===== config.mk =====
export PLATFORM = sky130hd
export DESIGN_NAME = day_display_scan
export DESIGN_NICKNAME = d
export VERILOG_FILES = /design/src/rtl/day_display_scan_pkg.sv /design/src/rtl/letter_seg_decode.sv /design/src/rtl/day_display_scan.sv
export SDC_FILE = /design/constraint.sdc
export NUM_CORES = 1
export LEC_CHECK = 0
export CAP_MARGIN = 0
export CORE_ASPECT_RATIO = 0.75
export CORE_MARGIN = 2
export CORE_UTILIZATION = 50
export DETAILED_ROUTE_END_ITERATION = 8
export MAX_ROUTING_LAYER = met4
export PLACE_DENSITY = 0.74
export SYNTH_ARGS = -nofsm -noshare
export SYNTH_HDL_FRONTEND = slang
export SYNTH_SLANG_ARGS = --single-unit

===== constraint.sdc =====
create_clock -name clk -period 3.5 [get_ports clk]
set_clock_uncertainty 0.15 [all_clocks]
set_input_delay 0.35 -clock clk [delete_from_list [all_inputs] [get_ports clk]]
set_output_delay 0.35 -clock clk [all_outputs]
set_load 0.02 [all_outputs]

===== src/rtl/day_display_scan_pkg.sv =====
// day_display_scan_pkg: shared watch letter codes and seven-segment patterns
package day_display_scan_pkg;

    typedef logic [3:0] letter_t;
    typedef logic [6:0] seg_t;

    localparam letter_t C_SPACE = 4'd0;
    localparam letter_t C_A     = 4'd1;
    localparam letter_t C_D     = 4'd2;
    localparam letter_t C_E     = 4'd3;
    localparam letter_t C_F     = 4'd4;
    localparam letter_t C_H     = 4'd5;
    localparam letter_t C_I     = 4'd6;
    localparam letter_t C_N     = 4'd7;
    localparam letter_t C_O     = 4'd8;
    localparam letter_t C_P     = 4'd9;
    localparam letter_t C_R     = 4'd10;
    localparam letter_t C_S     = 4'd11;
    localparam letter_t C_T     = 4'd12;
    localparam letter_t C_U     = 4'd13;

    // segment order {a,b,c,d,e,f,g}, active-high
    localparam seg_t SEG_SPACE = 7'b0000000;
    localparam seg_t SEG_A     = 7'b1110111;
    localparam seg_t SEG_D     = 7'b0111101;
    localparam seg_t SEG_E     = 7'b1001111;
    localparam seg_t SEG_F     = 7'b1000111;
    localparam seg_t SEG_H     = 7'b0110111;
    localparam seg_t SEG_I     = 7'b0110000;
    localparam seg_t SEG_N     = 7'b0010101;
    localparam seg_t SEG_O     = 7'b1111110;
    localparam seg_t SEG_P     = 7'b1100111;
    localparam seg_t SEG_R     = 7'b0000101;
    localparam seg_t SEG_S     = 7'b1011011;
    localparam seg_t SEG_T     = 7'b0001111;
    localparam seg_t SEG_U     = 7'b0111110;
    localparam seg_t SEG_BAD   = 7'b0000001;

    localparam logic [3:0] DIG_OFF = 4'b1111;

endpackage


===== src/rtl/letter_seg_decode.sv =====
// letter_seg_decode: combinational letter code to seven-segment pattern
module letter_seg_decode
    import day_display_scan_pkg::*;
(
    input  logic [3:0] code,
    output logic [6:0] seg
);

    // unused codes light only segment g as a visible error marker
    always_comb begin
        seg = SEG_BAD;
        case (code)
            C_SPACE: seg = SEG_SPACE;
            C_A:     seg = SEG_A;
            C_D:     seg = SEG_D;
            C_E:     seg = SEG_E;
            C_F:     seg = SEG_F;
            C_H:     seg = SEG_H;
            C_I:     seg = SEG_I;
            C_N:     seg = SEG_N;
            C_O:     seg = SEG_O;
            C_P:     seg = SEG_P;
            C_R:     seg = SEG_R;
            C_S:     seg = SEG_S;
            C_T:     seg = SEG_T;
            C_U:     seg = SEG_U;
            default: seg = SEG_BAD;
        endcase
    end

endmodule


===== src/rtl/day_display_scan.sv =====
// day_display_scan: 4-digit multiplexed day-name display scanner; DAY_DISP_BLINK_EN enables frame blinking
module day_display_scan
    import day_display_scan_pkg::*;
#(
    parameter int SCAN_DIV  = 1000,
    parameter int BLINK_DIV = 64
)(
    input  logic       clk,
    input  logic       resetTime,
    input  logic [3:0] FirstLetter,
    input  logic [3:0] SecondLetter,
    input  logic [3:0] ThirdLetter,
    input  logic [3:0] FourthLetter,
    input  logic       load,
    input  logic       en,
    input  logic       blink,
    output logic [6:0] seg,
    output logic [3:0] dig_n
);

    localparam int PW = $clog2(SCAN_DIV);

    logic [PW-1:0]     presc, presc_nx;
    logic [1:0]        idx, idx_nx;
    letter_t [3:0]     shadow, shadow_nx;
    logic              tc;
    logic              blank;
    logic              dark;
    seg_t              seg_nx;

    // next scan position and shadow contents; outputs are derived from these so load and advance land together
    always_comb begin
        tc        = presc == PW'(SCAN_DIV - 1);
        presc_nx  = !en ? presc : tc ? '0 : presc + 1'b1;
        idx_nx    = (en && tc) ? idx + 2'd1 : idx;
        shadow_nx = load ? {FourthLetter, ThirdLetter, SecondLetter, FirstLetter} : shadow;
        dark      = !en || presc_nx == '0 || blank;
    end

    letter_seg_decode u_decode (
        .code (shadow_nx[idx_nx]),
        .seg  (seg_nx)
    );

`ifdef DAY_DISP_BLINK_EN
    localparam int FW = $clog2(2 * BLINK_DIV) < 1 ? 1 : $clog2(2 * BLINK_DIV);

    logic [FW-1:0] frame, frame_nx;

    // frames counted on each 3->0 wrap while blinking; second half of the period is dark
    always_comb begin
        frame_nx = frame;
        if (!blink)
            frame_nx = '0;
        else if (en && tc && idx == 2'd3)
            frame_nx = (frame == FW'(2 * BLINK_DIV - 1)) ? '0 : frame + 1'b1;
        blank = frame_nx >= FW'(BLINK_DIV);
    end

    // blink frame counter
    always_ff @(posedge clk or posedge resetTime) begin
        if (resetTime)
            frame <= '0;
        else
            frame <= frame_nx;
    end
`else
    logic unused_blink;

    assign unused_blink = blink;
    assign blank        = 1'b0;
`endif

    // scan state, shadow letters and registered display outputs
    always_ff @(posedge clk or posedge resetTime) begin
        if (resetTime) begin
            presc  <= '0;
            idx    <= '0;
            shadow <= {4{C_SPACE}};
            dig_n  <= DIG_OFF;
            seg    <= SEG_SPACE;
        end else begin
            presc  <= presc_nx;
            idx    <= idx_nx;
            shadow <= shadow_nx;
            dig_n  <= dark ? DIG_OFF : ~(4'b0001 << idx_nx);
            seg    <= dark ? SEG_SPACE : seg_nx;
        end
    end

endmodule


==> metrics.txt <==
# TYPE chip_impl_metric gauge
chip_impl_info{name="status",value="complete, no violations"} 1
chip_impl_metric{name="final_antenna_net_count",unit=""} 0
chip_impl_metric{name="floorplan.initialDensity",unit=""} 0.5274
chip_impl_metric{name="layout_min_cycle_time",unit="ns"} 2.929
chip_impl_info{name="clock_tree.root_cell",value="sky130_fd_sc_hd__clkbuf_8"} 1
chip_impl_metric{name="detail_route.vias_per_cell",unit=""} 5.940
chip_impl_metric{name="io_pins",unit=""} 32
chip_impl_info{name="top_library_cells_by_usage_in_the_layout_fill_and_taps_aside",value="sky130_fd_sc_hd__dfrtp_1, sky130_fd_sc_hd__clkdlybuf4s50_1, sky130_fd_sc_hd__mux2_2"} 1
chip_impl_metric{name="n_antenna_cell",unit=""} 0
chip_impl_metric{name="setup_viol_count_final",unit=""} 0
chip_impl_metric{name="vdd_ir_drop_max",unit="V"} 0.0002788
chip_impl_metric{name="synth-edff-count",unit=""} 0
chip_impl_metric{name="clock_tree.buffer_depth",unit=""} 2
chip_impl_metric{name="dieArea",unit="mm^2"} 0.005370
chip_impl_metric{name="pre_cts_slack",unit="ns"} 0.3060
chip_impl_metric{name="grt_max_degree",unit=""} 40
chip_impl_metric{name="crit_path_arrival_time",unit="ns"} 2.97
chip_impl_info{name="final_common_cell",value="sky130_fd_sc_hd__dfrtp_1"} 1
chip_impl_metric{name="worst-slew-pin-transition",unit="ns"} 0.5644
chip_impl_metric{name="share_of_flip_flops_with_an_asynchronous_set_or_reset",unit=""} 1.000
chip_impl_metric{name="groute.usage.overall",unit=""} 0.1976
chip_impl_metric{name="number_of_cell_rows",unit=""} 21
chip_impl_metric{name="drc",unit=""} 0
chip_impl_metric{name="max_slew_margin",unit=""} 0.6237
chip_impl_metric{name="cts_buffers",unit=""} 5
chip_impl_metric{name="nNetsFinal",unit=""} 268
chip_impl_metric{name="slew_viol_final",unit=""} 0
chip_impl_metric{name="grt_antenna_before_repair",unit=""} 0
chip_impl_info{name="criticalPathCategory",value="flop to flop"} 1
chip_impl_metric{name="groute.layer.met3.usage",unit=""} 0.04264
chip_impl_metric{name="numPortBuffers",unit=""} 30
chip_impl_info{name="ys.flop_type",value="sky130_fd_sc_hd__dfrtp_1"} 1
chip_impl_metric{name="number_of_standard_cells_after_synthesis",unit=""} 213
chip_impl_info{name="rsz_0062_raised_after_global_routing",value="no"} 1
chip_impl_metric{name="hold_viol",unit=""} 0
chip_impl_metric{name="grt_overflow",unit=""} 0
chip_impl_metric{name="tritoncts_num_sinks",unit=""} 39
chip_impl_metric{name="setup_tns",unit="ns"} 0
chip_impl_metric{name="number_of_buffers_inserted_to_repair_setup_after_cts",unit=""} 0
chip_impl_info{name="tritoncts",value="built"} 1
chip_impl_metric{name="grt_first_pass_wirelength",unit="mm"} 8.286
chip_impl_info{name="critPathLaunchType",value="flop"} 1
chip_impl_metric{name="min_period_over_period",unit=""} 0.8369
chip_impl_metric{name="netlist-cell-type-count",unit=""} 55
chip_impl_metric{name="cts_max_level",unit=""} 2
chip_impl_metric{name="drt_first_iter_violations",unit=""} 113
chip_impl_metric{name="timing.critical_path.fanout_max",unit=""} 8
chip_impl_metric{name="via_count",unit=""} 1770
chip_impl_metric{name="final_util",unit=""} 0.6284
chip_impl_metric{name="avgRoutedWirePerCell",unit="um"} 15.51
chip_impl_metric{name="worst_setup_slack_final",unit="ns"} 0.5708
chip_impl_metric{name="netlist_area",unit="mm^2"} 0.002397
chip_impl_metric{name="post_route_cells_drive_above_1_share",unit=""} 0.2075
chip_impl_metric{name="clk_pin_slew",unit="ns"} 0.08
chip_impl_metric{name="stdcell_count",unit=""} 298
chip_impl_info{name="synth_area_leader_cell",value="sky130_fd_sc_hd__dfrtp_1"} 1
chip_impl_metric{name="place_hpwl",unit="mm"} 3.239
chip_impl_metric{name="post_synth.cell_area_avg",unit="um^2"} 11.25
chip_impl_info{name="globalRoute.busiestLayer",value="met1"} 1
chip_impl_metric{name="die_x",unit="um"} 83.96
chip_impl_metric{name="ff2ff_setup_slack",unit="ns"} 0.57
chip_impl_metric{name="synth-seq-area-share",unit=""} 0.4092
chip_impl_metric{name="die_height",unit="um"} 63.97
chip_impl_info{name="endpoint_kind",value="flop"} 1
chip_impl_info{name="synth.top_cells.by_area",value="sky130_fd_sc_hd__dfrtp_1, sky130_fd_sc_hd__mux2_2, sky130_fd_sc_hd__mux4_2"} 1
chip_impl_metric{name="groute.layer.met2.usage",unit=""} 0.2830
chip_impl_info{name="holdCritPathClass",value="primary input to asynchronous set/reset pin"} 1
chip_impl_metric{name="synth.ff_latch_count",unit=""} 39
chip_impl_metric{name="yosysWarningCount",unit=""} 0
chip_impl_metric{name="fmax",unit="GHz"} 0.3414
chip_impl_metric{name="drtPass1Iterations",unit=""} 4
chip_impl_metric{name="globalplace.congestion",unit=""} 0.8789
chip_impl_metric{name="syn2layout_area_growth",unit="%"} 19.15
chip_impl_metric{name="synth_nets",unit=""} 241
chip_impl_metric{name="clock_latency",unit="ns"} 0.29
chip_impl_metric{name="timing.hold.ws",unit="ns"} 0.3287
chip_impl_metric{name="worst_ep_required_time",unit="ns"} 3.54
chip_impl_metric{name="synth_largest_type_area_fraction",unit=""} 0.3653
chip_impl_metric{name="static-leakage-power",unit="nW"} 1.142
chip_impl_metric{name="ctsHoldBuffers",unit=""} 0
chip_impl_metric{name="grt_use_met1",unit=""} 0.2867
chip_impl_metric{name="post-place-cells",unit=""} 290
chip_impl_metric{name="filler_cell_count",unit=""} 369
chip_impl_metric{name="grt_pass1_vias",unit=""} 1728
chip_impl_metric{name="total_of_cells_resized_after_clock_tree_synthesis",unit=""} 0
chip_impl_metric{name="routed_wl",unit="mm"} 4.621
chip_impl_metric{name="core-area",unit="mm^2"} 0.004546
chip_impl_metric{name="maxCapViolCount",unit=""} 0
chip_impl_metric{name="power_per_cell_area",unit="mW/mm^2"} 477.4
[sequential cells by signal, summed over array words and instances (netlist names)]
| name | flops |
|---|---|
| dig_n | 4 |
| presc | 10 |
| shadow | 16 |
| seg | 7 |
| idx | 2 |
[synthesized netlist by cell type (3+ instances only)]
library cell               count
sky130_fd_sc_hd__o21ai_0       6
sky130_fd_sc_hd__clkbuf_1      7
sky130_fd_sc_hd__nor2_1        5
sky130_fd_sc_hd__o211ai_1      4
sky130_fd_sc_hd__nand3_1       8
sky130_fd_sc_hd__or3_1         5
sky130_fd_sc_hd__mux2i_1       5
sky130_fd_sc_hd__o31ai_1       3
sky130_fd_sc_hd__mux4_1        4
sky130_fd_sc_hd__dfstp_2       4
sky130_fd_sc_hd__inv_1         6
sky130_fd_sc_hd__buf_2         4
sky130_fd_sc_hd__and2_1        3
sky130_fd_sc_hd__nor3_1        4
sky130_fd_sc_hd__xnor2_1       5
sky130_fd_sc_hd__a21oi_1       9
sky130_fd_sc_hd__mux2_2       18
sky130_fd_sc_hd__dfrtp_1      35
sky130_fd_sc_hd__a31oi_1       4
sky130_fd_sc_hd__nand3b_1      4
sky130_fd_sc_hd__nand2_1      14
sky130_fd_sc_hd__mux4_2        6
sky130_fd_sc_hd__ha_1          7
sky130_fd_sc_hd__nand4_1       6
[power by group]
part	switching (W)	internal, W	leakage, nW
Sequential	0.0000802	0.000516	0.466
Clock	0.000165	0.000231	0.0612
Combinational	0.000187	0.000185	0.615
[kinds of logic (layout without fill, tap and decap cells)]
family | after synthesis | in the layout | synth area share
and+or+nand+nor | 64 | 64 | 0.1571
AOI/OAI and AO/OA | 43 | 43 | 0.1268
DFF | 39 | 39 | 0.4092
muxes | 33 | 33 | 0.2056
buffers and inverters | 21 | 49 | 0.04280
adders and majority gates | 7 | 7 | 0.03653
xor gates and xnor gates | 6 | 6 | 0.02192
[routing by layer]
layer / vias to the layer above / wire length [um]
met3: 5 / 247
met1: 853 / 2346
met4: 0 / 53
li1: 860 / -
met2: 52 / 1974
met5: - / 0
[final timing paths]
kind | startpoint | endpoint | cells after the start
min in group clk | shadow[7] | shadow[7] | 1
hold / removal | resetTime | seg[6] | 3
max in group asynchronous | resetTime | dig_n[2] | 3
hold reg to reg | shadow[7] | shadow[7] | 1
setup / recovery | presc[0] | seg[4] | 9
setup reg to reg | presc[0] | seg[4] | 9
[through the flow]
step / total power [W] / instance area [um^2]
CTS: 0.001370 / 2856
global route: 0.001442 / 2856
detailed placement: 0.0009723 / 2739
finish: 0.001364 / 2856
floorplan: 0.0008691 / 2397
global placement: 0.0009616 / 2739
[final cells by class]
class	instances	area (um^2)	share of cell area
clock buffers	6	82.58	0.02891
inverters	6	22.52	0.007884
multi-input cells	153	1314	0.4599
flip-flops and latches	39	980.9	0.3434
clock inverters	2	35.03	0.01226
well taps	57	71.32	0.02497
repair buffers	35	350.3	0.1226
[critical path: stages, from the launching register on]
cell                       delay (ns)
sky130_fd_sc_hd__dfrtp_1         0.44
sky130_fd_sc_hd__ha_1            0.33
sky130_fd_sc_hd__and4bb_2        0.30
sky130_fd_sc_hd__nand3_2         0.20
sky130_fd_sc_hd__nand3b_1        0.15
sky130_fd_sc_hd__and4b_1         0.33
sky130_fd_sc_hd__inv_1           0.12
sky130_fd_sc_hd__ha_1            0.37
sky130_fd_sc_hd__o21a_1          0.20
sky130_fd_sc_hd__a221oi_1        0.25
Power figures use the tool's default switching activity.
